**config.mk**
```make
export PLATFORM = sky130hd
export DESIGN_NAME = reg_xfer_sequencer
export DESIGN_NICKNAME = d
export VERILOG_FILES = /design/src/rtl/reg_xfer_sequencer.sv
export SDC_FILE = /design/constraint.sdc
export NUM_CORES = 1
export LEC_CHECK = 0
export ABC_AREA = 0
export BUFFER_PORTS_ARGS = -buffer_cell sky130_fd_sc_hd__buf_2
export CAP_MARGIN = 10
export CORE_UTILIZATION = 45
export CTS_BUF_LIST = sky130_fd_sc_hd__clkbuf_16
export CTS_CLUSTER_SIZE = 40
export DETAILED_ROUTE_END_ITERATION = 7
export SYNTH_ARGS = -nofsm -noshare
export SYNTH_HDL_FRONTEND = slang
export SYNTH_SLANG_ARGS = --single-unit
```
**constraint.sdc**
```tcl
create_clock -name clk -period 4.8 [get_ports clk]
set_clock_uncertainty 0.1 [all_clocks]
set_input_delay 0.24 -clock clk [delete_from_list [all_inputs] [get_ports clk]]
set_output_delay 0.24 -clock clk [all_outputs]
set_load 0.03 [all_outputs]
```
**src/rtl/reg_xfer_sequencer.sv**
```systemverilog
// reg_xfer_sequencer: replays stored 11-bit control words onto the A/B/C transfer/ALU datapath.
// Build option REG_XFER_SEQ_STEP_EN adds a `step` input that ends each dwell instead of tick counting.
module reg_xfer_sequencer #(
  parameter int ADDR_W     = 3,
  parameter int STEP_TICKS = 500
) (
  input  logic              clk,
  input  logic              rst,
  input  logic              tick,
`ifdef REG_XFER_SEQ_STEP_EN
  input  logic              step,
`endif
  input  logic              start,
  input  logic              wr_en,
  input  logic [ADDR_W-1:0] wr_addr,
  input  logic [10:0]       wr_data,
  output logic              ctrl_xfer,
  output logic [1:0]        ctrl_mux,
  output logic [1:0]        ctrl_alu,
  output logic [1:0]        ctrl_addsub,
  output logic [2:0]        ctrl_load,
  output logic              busy,
  output logic              done,
  output logic [ADDR_W-1:0] pc
);

  localparam int                DEPTH     = 1 << ADDR_W;
  localparam logic [ADDR_W-1:0] PC_LAST   = ADDR_W'(DEPTH - 1);
  localparam logic [9:0]        TICK_LAST = 10'(STEP_TICKS - 1);

  typedef enum logic [2:0] {
    ST_IDLE   = 3'd0,
    ST_FETCH  = 3'd1,
    ST_SETUP  = 3'd2,
    ST_STROBE = 3'd3,
    ST_DWELL  = 3'd4,
    ST_DONE   = 3'd5
  } state_t;

  state_t            state_r;
  logic [ADDR_W-1:0] pc_r;
  logic [10:0]       word_r;
  logic [9:0]        tick_cnt_r;
  logic              ctrl_xfer_r;
  logic [1:0]        ctrl_mux_r;
  logic [1:0]        ctrl_alu_r;
  logic [1:0]        ctrl_addsub_r;
  logic [2:0]        ctrl_load_r;
  logic              busy_r;
  logic              done_r;

  logic [10:0]       mem_r [DEPTH];
  logic [10:0]       word_s;
  logic              dwell_end_s;
  logic              tick_cnt_en_s;

  // Program store: written only while idle, never cleared by reset.
  always_ff @(posedge clk) begin
    if (wr_en && (state_r == ST_IDLE)) begin
      mem_r[wr_addr] <= wr_data;
    end
  end

  assign word_s = mem_r[pc_r];

`ifdef REG_XFER_SEQ_STEP_EN
  assign dwell_end_s   = step;
  assign tick_cnt_en_s = 1'b0;
`else
  assign dwell_end_s   = tick && (tick_cnt_r == TICK_LAST);
  assign tick_cnt_en_s = tick;
`endif

  // Sequencer FSM with registered datapath controls.
  always_ff @(posedge clk) begin
    if (rst) begin
      state_r       <= ST_IDLE;
      pc_r          <= '0;
      word_r        <= 11'd0;
      tick_cnt_r    <= 10'd0;
      ctrl_xfer_r   <= 1'b0;
      ctrl_mux_r    <= 2'b00;
      ctrl_alu_r    <= 2'b00;
      ctrl_addsub_r <= 2'b00;
      ctrl_load_r   <= 3'b000;
      busy_r        <= 1'b0;
      done_r        <= 1'b0;
    end else begin
      ctrl_load_r <= 3'b000;
      done_r      <= 1'b0;
      case (state_r)
        ST_IDLE: begin
          if (start) begin
            state_r <= ST_FETCH;
            pc_r    <= '0;
            busy_r  <= 1'b1;
          end else begin
            state_r <= ST_IDLE;
            busy_r  <= 1'b0;
          end
        end
        ST_FETCH: begin
          word_r  <= word_s;
          state_r <= ST_SETUP;
          // Selects are loaded on this edge so they are already valid during SETUP.
          if (!word_s[10]) begin
            ctrl_xfer_r   <= word_s[9];
            ctrl_mux_r    <= word_s[8:7];
            ctrl_alu_r    <= word_s[6:5];
            ctrl_addsub_r <= word_s[1:0];
          end
        end
        ST_SETUP: begin
          if (word_r[10]) begin
            state_r       <= ST_DONE;
            done_r        <= 1'b1;
            ctrl_xfer_r   <= 1'b0;
            ctrl_mux_r    <= 2'b00;
            ctrl_alu_r    <= 2'b00;
            ctrl_addsub_r <= 2'b00;
          end else begin
            state_r     <= ST_STROBE;
            ctrl_load_r <= word_r[4:2];
          end
        end
        ST_STROBE: begin
          state_r    <= ST_DWELL;
          tick_cnt_r <= 10'd0;
        end
        ST_DWELL: begin
          if (dwell_end_s) begin
            tick_cnt_r <= 10'd0;
            if (pc_r == PC_LAST) begin
              state_r       <= ST_DONE;
              done_r        <= 1'b1;
              ctrl_xfer_r   <= 1'b0;
              ctrl_mux_r    <= 2'b00;
              ctrl_alu_r    <= 2'b00;
              ctrl_addsub_r <= 2'b00;
            end else begin
              state_r <= ST_FETCH;
              pc_r    <= pc_r + ADDR_W'(1);
            end
          end else if (tick_cnt_en_s) begin
            tick_cnt_r <= tick_cnt_r + 10'd1;
          end
        end
        ST_DONE: begin
          state_r <= ST_IDLE;
          busy_r  <= 1'b0;
        end
        default: begin
          state_r       <= ST_IDLE;
          busy_r        <= 1'b0;
          tick_cnt_r    <= 10'd0;
          ctrl_xfer_r   <= 1'b0;
          ctrl_mux_r    <= 2'b00;
          ctrl_alu_r    <= 2'b00;
          ctrl_addsub_r <= 2'b00;
        end
      endcase
    end
  end

  assign ctrl_xfer   = ctrl_xfer_r;
  assign ctrl_mux    = ctrl_mux_r;
  assign ctrl_alu    = ctrl_alu_r;
  assign ctrl_addsub = ctrl_addsub_r;
  assign ctrl_load   = ctrl_load_r;
  assign busy        = busy_r;
  assign done        = done_r;
  assign pc          = pc_r;

endmodule

```
# Yosys cells after proc, flatten, opt, wreduce, memory -nomap -nowiden
# Memory sizes are Yosys's and may differ from the RTL's. A register that Yosys moved wholly into a read port is not among the register bits.
# Index checks and enable logic that the tools add are counted.
totals:
  register_bits: 39
  ram_bits: 88
  input_bits: 19
  out_inout_bits: 15
  elab_cells: 78
  memories: 1
memory_table:
  columns: ["memory", "words", "width", "read_ports", "rd_clocked_by_memory_dff", "write_ports", "line", "text"]
  rows:
  - ["mem_r", 8, 11, 1, 1, 1, "52", "logic [10:0] mem_r [DEPTH];"]
op_classes:
  addsub: 2
  n_eq_ne: 14
  muxes: 36
  bitwise: 3
  reduce_logical: 11
ops:
  columns: ["cell", "n"]
  rows:
  - ["3-bit 2-to-1 mux", 8]
  - ["2-bit one-hot mux with 4 select lines", 3]
  - ["10-bit 2-to-1 mux", 2]
  - ["10-bit one-hot mux with 2 select lines", 1]
  - ["3-bit one-hot mux with 5 select lines", 1]
  - ["2-bit 2-to-1 mux", 6]
  - ["2-bit != test (second input constant)", 6]
  - ["1-bit 2-to-1 mux", 11]
  - ["10-bit by 1-bit adder with 10-bit output (second input constant)", 1]
  - ["10-bit by 9-bit == test with 1-bit output (second input constant)", 1]
  - ["3-bit == test (second input constant)", 3]
  - ["4-bit OR reduction", 2]
  - ["3-bit by 2-bit == test with 1-bit output (second input constant)", 2]
  - ["3-bit one-hot mux with 2 select lines", 1]
  - ["3-bit OR reduction", 2]
  - ["5-bit AND reduction", 1]
  - ["1-bit one-hot mux with 2 select lines", 2]
  - ["1-bit one-hot mux with 4 select lines", 1]
  - ["4-bit AND reduction", 1]
  - ["3-bit by 1-bit adder with 3-bit output (second input constant)", 1]
  - ["3-bit by 1-bit == test with 1-bit output (second input constant)", 1]
  - ["3-bit logical NOT", 1]
  - ["3-bit != test (second input constant)", 1]
  - ["1-bit NOT", 3]
  - ["other kinds (3)", 4]

# Depth between registers and ports, before layout
# Gate-level depths: netlist (run 1).
depth:
  word_depth: 6
  ltp_mapped: 8
  ltp_nobuf: 7

# Worst setup path after synthesis (run 1)
# OpenSTA, ideal clock, no wires.
synth_timing:
  kind: "flip-flop to flip-flop"
  startpoint: "register state_r[1]"
  endpoint: "memory mem_r[1][0], enable pin"
  setup_ps: 393
  t_arrival_ps: 1872
  required_ps: 4307
  slack_ps: 2435
  path_stages_with_launch: 6
  path_buffers: 2
  period_less_slack_ps: 2365
  cell_sequence: "dfxtp_1 -> buf_2 -> clkbuf_1 -> nor3_1 -> nand3_1 -> nor3_1"
synth_via:
  elab_chain_cells: 4
synth_rtl:
  columns: ["item", "line", "text"]
  rows:
  - ["start, declared", "40", "state_t state_r;"]
  - ["start signal, assigned", "77", "state_r <= ST_IDLE;"]
  - ["start signal, assigned", "94", "state_r <= ST_FETCH;"]
  - ["start signal, assigned", "98", "state_r <= ST_IDLE;"]
  - ["3-bit logical NOT", "59", "if (wr_en && (state_r == ST_IDLE)) begin"]
  - ["1-bit logical AND", "59", null]
  - ["1-bit 2-to-1 mux", "59", null]
  - ["1-bit 2-to-1 mux (implied by the code)", "60", "mem_r[wr_addr] <= wr_data;"]
  - ["end, declared", "52", null]
# No other way between the ends.

==> results of run 1 <==
## final timing paths
kind	slack, ns	from	end
setup / recovery	1.94	register	ctrl_alu[0]
hold / removal	0.004	wr_data[4]	mem_r[0][4]
setup reg to reg	1.94	register	ctrl_alu[0]
hold reg to reg	0.36	word_r[2]	ctrl_load[0]
## stage by stage
step                area (um2)  utilization  hold slack [ns]
floorplan                 4890            -            0.239
finish                    5880        0.564          0.00405
detailed placement        5230        0.502            0.350
CTS                       5880        0.564          0.00271
global placement          5230        0.502            0.348
global route              5880        0.564          0.00547
## sequential cells by signal (all words and copies together) (netlist names), named ones only
register,count
state_r,3
ctrl_xfer,1
ctrl_mux,2
mem_r,88
word_r,4
done,1
ctrl_alu,2
ctrl_addsub,2
ctrl_load,3
busy,1
tick_cnt_r,10
pc,3
## repair_timing
| item | CTS | global route |
|---|---|---|
| buffers inserted | 0 | 0 |
| hold buffers | 8 | 0 |
| hold endpoints to repair | 58 | 0 |
## logic make-up (layout without fill, tap and decap cells)
| kind of cell | Yosys count | in the layout | synth area share |
|---|---|---|---|
| AOI/OAI and AO/OA | 52 | 52 | 0.0786 |
| xor gates and xnor gates | 5 | 5 | 0.00896 |
| adders and majority gates | 3 | 3 | 0.00768 |
| buffers and inverters | 18 | 87 | 0.0192 |
| DFF | 123 | 123 | 0.684 |
| muxes | 32 | 32 | 0.119 |
| and+or+nand+nor | 74 | 74 | 0.0824 |
## report_power, final
group / internal (uW) / total (uW) / switching [uW]
logic: 35.4 / 101 / 65.3
clock network: 720 / 1200 / 479
registers: 1160 / 1180 / 15.1
total: 1920 / 2480 / 560
## per-layer routing
metal | global-route usage | wire (um) | vias to the layer above | part of all wire
met5 | 0 | 0 | - | 0
met2 | 0.295 | 4700 | 60 | 0.51
met4 | 0.0714 | 100 | 0 | 0.011
li1 | - | - | 1356 | -
met1 | 0.237 | 4070 | 1425 | 0.44
met3 | 0.0497 | 367 | 12 | 0.040
## cell usage in the layout (no fill, tap or decap), types with 4 or more instances in the layout
cell            n
nand2b_1        4
dfxtp_1        35
o211ai_1        7
dlygate4sd3_1   8
nand4_1         7
edfxtp_1       88
o21ai_0         6
nor3_1          7
clkbuf_16      17
inv_6           5
buf_2          33
o41ai_1         7
nand3_1         4
mux4_2         21
a21oi_1        13
mux2i_1        10
buf_4          10
nor2_1         20
a211oi_1        4
nand2_1         9
or3_1           4
## layout make-up
class | instances | area [um2] | area share
Clock buffer | 17 | 425 | 0.0724
Clock inverter | 15 | 140 | 0.0238
Inverter | 4 | 15.0 | 0.00255
Multi-Input combinational cell | 166 | 1460 | 0.249
Sequential cell | 123 | 3340 | 0.569
Tap cell | 136 | 170 | 0.0290
Timing Repair Buffer | 51 | 320 | 0.0545
## worst max-delay path, cell delays in order (launching register included)
cell and delay (ns):
dfxtp_1 0.80, buf_4 0.42, a2111oi_2 0.12, nor4_2 0.94, o211ai_1 0.22, o41ai_1 0.12
==> flow_summary.yaml, run 1 <==
outcome:
  status: "complete, no violations"
cells_and_area:
  area_growth_pct: 20.2
  diodes: 0
  nets: 385
  fin_cells: 512
  fill_cells: 845
  drive_gt1_frac: 0.282
power:
  leakage_uw: 0.00196
  finalPower_uw: 2480
  p_per_area_nw_per_um2: 422
  ir_drop_mv: 0.232
global_route:
  grt_pass1_wl_um: 14800
  grt_max_degree: 24
  grt_overflow_total: 0
  grt_pass1_vias: 2782
  grtUsageTotal: 0.183
  grt_antenna_before_repair: 0
sta:
  setup_viol: 0
  setup_ws_ns: 1.94
  finalHoldViolations: 0
  drv_slew: 0
  post-route-period-util: 0.596
  tns_ns: 0
  fin_crit_ns: 2.86
  worstMarginPinSlew_ns: 1.21
  max_freq_mhz: 350
  rsz0062_at_grt: "false"
  relSlewSlack: 0.185
cts:
  clk_latency_ns: 0.41
  clk_pin_slew_ns: 0.06
  cts_buffers: 17
  htree_levels: 4
  cts_resized: 0
  clockRootBuffer: "clkbuf_16"
  cts_sinks: 123
  cts_tree: "built"
  cts_buffer_depth: 2
floorplan:
  die-area_um2: 11300
  core-area_um2: 10400
  die_y_um: 106
  io_pins: 34
  die_w_um: 106
  initial_utilization: 0.469
  num_rows: 37
place:
  post-place-ws_ns: 1.96
  dp_cells: 472
  gp_congestion: 0.701
  dp_hpwl_um: 5610
  io_buffers: 33
worst_setup_path:
  critPathMaxFanout: 15
  worst_setup_path_start_kind: "register"
  worst_setup_path_end_kind: "register"
  r2r_cells: 5
  worstPathRequired_ns: 4.99
  worstPathArrival_ns: 3.05
  crit_type: "register to register"
logic_synthesis:
  synth_ff_type: "edfxtp_1"
  yosysTopAreaCell: "edfxtp_1"
  synth_edf_count: 88
  ys_top_cells_by_count: "edfxtp_1 (88), dfxtp_1 (35), mux4_2 (21), nor2_1 (20), a21oi_1 (13)"
  synthesis.nets: 329
  ys_top_cells_by_area: "edfxtp_1 (54%), dfxtp_1 (14%), mux4_2 (9.7%), mux2i_1 (2.0%), nor2_1 (1.5%)"
  ys_seq_area_frac: 0.684
  synth-seq-cells: 123
  syn-cell-area_um2: 4890
  async_reset_ff_frac: 0
  ys_warn_count: 0
  postSynthCellCount: 307
  synth.most_common_cell: "edfxtp_1"
  yosysTopAreaCellShare: 0.540
  avgSynthCellArea_um2: 15.9
  synth.distinct_cells: 51
detailed_routing:
  dr.pass1.iters: 4
  first_iter_violations: 132
  drc_errors: 0
  num_vias: 2853
  ant_nets: 0
  routedWlPerCell_um: 18.0
  via_per_inst: 5.57
  drt-total-wl_um: 9240
flow_run:
  cap_violations: 0
worst_hold_path:
  hp-class: "input pin to register"
  hold_depth: 1
Note: power is estimated with default switching activity, not from simulation.
==> run 2: changes to the inputs <==
==> constraint.sdc (replaced) <==
create_clock -name clk -period 2.6 [get_ports clk]
set_clock_uncertainty 0.1 [all_clocks]
set_input_delay 0.13 -clock clk [delete_from_list [all_inputs] [get_ports clk]]
set_output_delay 0.13 -clock clk [all_outputs]
set_load 0.03 [all_outputs]
==> run 2 against run 1 <==
Against the previous run: final area increased by 4.2%; count of clock-buffer cells in the layout unchanged; hold slack improved by 0.0066 ns; critical endpoint is now ctrl_alu[1]; largest cell class unchanged.
==> flow_summary.yaml, run 2 (synthesis gave the netlist of run 1 again) <==
cts:
  clockRootBuffer: "clkbuf_16"
  cts_sinks: 123
  cts_resized: 0
  cts_buffer_depth: 2
  clk_latency_ns: 0.42
  clk_pin_slew_ns: 0.05
  cts_tree: "built"
  htree_levels: 4
  cts_buffers: 17
detailed_routing:
  via_per_inst: 5.53
  drc_errors: 0
  drt-total-wl_um: 9930
  first_iter_violations: 159
  dr.pass1.iters: 4
  routedWlPerCell_um: 18.9
  num_vias: 2910
  ant_nets: 0
cells_and_area:
  area_growth_pct: 25.2
  regArea_um2: 3340
  largest_reg_flops: 88
  fin_cells: 526
  top_register: "mem_r"
  stdcell_area_um2: 6120
  nets: 399
  top_regs: "mem_r x88, tick_cnt_r x10, word_r x4"
  drive_gt1_frac: 0.292
  fill_cells: 801
  multi_input_area_um2: 1460
  final_common_cell: "edfxtp_1"
  final_cell_mix: "edfxtp_1 (88), dfxtp_1 (35), buf_2 (33), mux4_2 (21), nor2_1 (20)"
  diodes: 0
  finish.utilization: 0.588
worst_setup_path:
  critPathMaxStageDelay_ns: 0.44
  critPathMaxFanout: 14
  worstPathArrival_ns: 2.32
  worstPathRequired_ns: 2.80
  critPathTopFamily: "compound AO/OA/AOI/OAI gates"
  crit_buf_inv: 0
  cpMaxStageDelayCell: "dfxtp_1"
  path_cells: "ha_1 -> and4bb_2 -> a41oi_4 -> a31o_2 -> o41ai_1"
  crit_type: "register to register"
  worst_setup_path_start_kind: "register"
  worst_setup_path_end_kind: "register"
sta:
  post-route-period-util: 0.818
  fin_crit_ns: 2.13
  finalHoldViolations: 0
  drv_slew: 0
  max_freq_mhz: 470
  rsz0062_at_grt: "false"
  setup_viol: 0
  tns_ns: 0
  setup_ws_ns: 0.474
  worstMarginPinSlew_ns: 0.631
  relSlewSlack: 0.579
floorplan:
  die_w_um: 106
  core-area_um2: 10400
  die-area_um2: 11300
  io_pins: 34
  die_y_um: 106
  initial_utilization: 0.469
  num_rows: 37
worst_hold_path:
  hp-class: "input pin to register"
place:
  gp_congestion: 0.766
  dp_hpwl_um: 6070
  io_buffers: 33
  post-place-ws_ns: 0.471
  dp_cells: 481
  dpl-instance-area_um2: 5300
power:
  p_per_area_nw_per_um2: 840
  leakage_uw: 0.00210
  ir_drop_mv: 0.492
global_route:
  grt_pass1_wl_um: 15700
  grt_antenna_before_repair: 0
  grtUsageTotal: 0.195
  grt_max_degree: 20
  grt_overflow_total: 0
  grt_pass1_vias: 2855
outcome:
  status: "complete, no violations"
flow_run:
  cap_violations: 0
run 2: final timing paths:
check,startpoint,endpoint,slack [ns],cells after the start
setup reg to reg,tick_cnt_r[0],ctrl_alu[1],0.47,5
hold / removal,rst,word_r[10],0.01,2
setup / recovery,tick_cnt_r[0],ctrl_alu[1],0.47,5
hold reg to reg,word_r[3],ctrl_load[1],0.36,1
run 2: where the power goes:
group	internal [uW]	switching, uW	total (uW)
sequential	2150	22.1	2170
combinational	80.0	132	212
clock	1900	864	2760
run 2: timing repair:
action / CTS / global route
hold buffers: 13 / 0
hold endpoints to repair: 90 / 0
setup buffers: 0 / 0
run 2: cell type report:
class | instances | share of cell area
clock inverters | 15 | 0.0439
multi-input cells | 166 | 0.239
inverters | 4 | 0.00245
clock buffers | 17 | 0.0695
flip-flops and latches | 123 | 0.546
well taps | 136 | 0.0278
repair buffers | 65 | 0.0715
run 2: stage by stage:
| stage | hold WS [ns] | power, uW |
|---|---|---|
| 3_5_place_dp | 0.305 | 2400 |
| 4_1_cts | 0.00125 | 5170 |
| 6_report | 0.0107 | 5140 |
| 2_1_floorplan | 0.129 | 2320 |
| 5_1_grt | 0.00749 | 5290 |
| 3_3_place_gp | 0.297 | 2400 |
run 2: worst reg2reg max path: cells and delay by family (launching register included):
family / cells / cell delay, ns
AOI/OAI and AO/OA: 3 / 0.91
and+or+nand+nor: 1 / 0.29
adders and majority gates: 1 / 0.27
DFF: 1 / 0.44
run 2: per-layer routing:
layer / vias up / global-route usage / wire length [um] / share of wire
li1: 1380 / - / - / -
met1: 1454 / 0.233 / 4160 / 0.42
met5: - / 0 / 0 / 0
met3: 18 / 0.0607 / 512 / 0.052
met2: 58 / 0.327 / 5100 / 0.51
met4: 0 / 0.0813 / 154 / 0.016
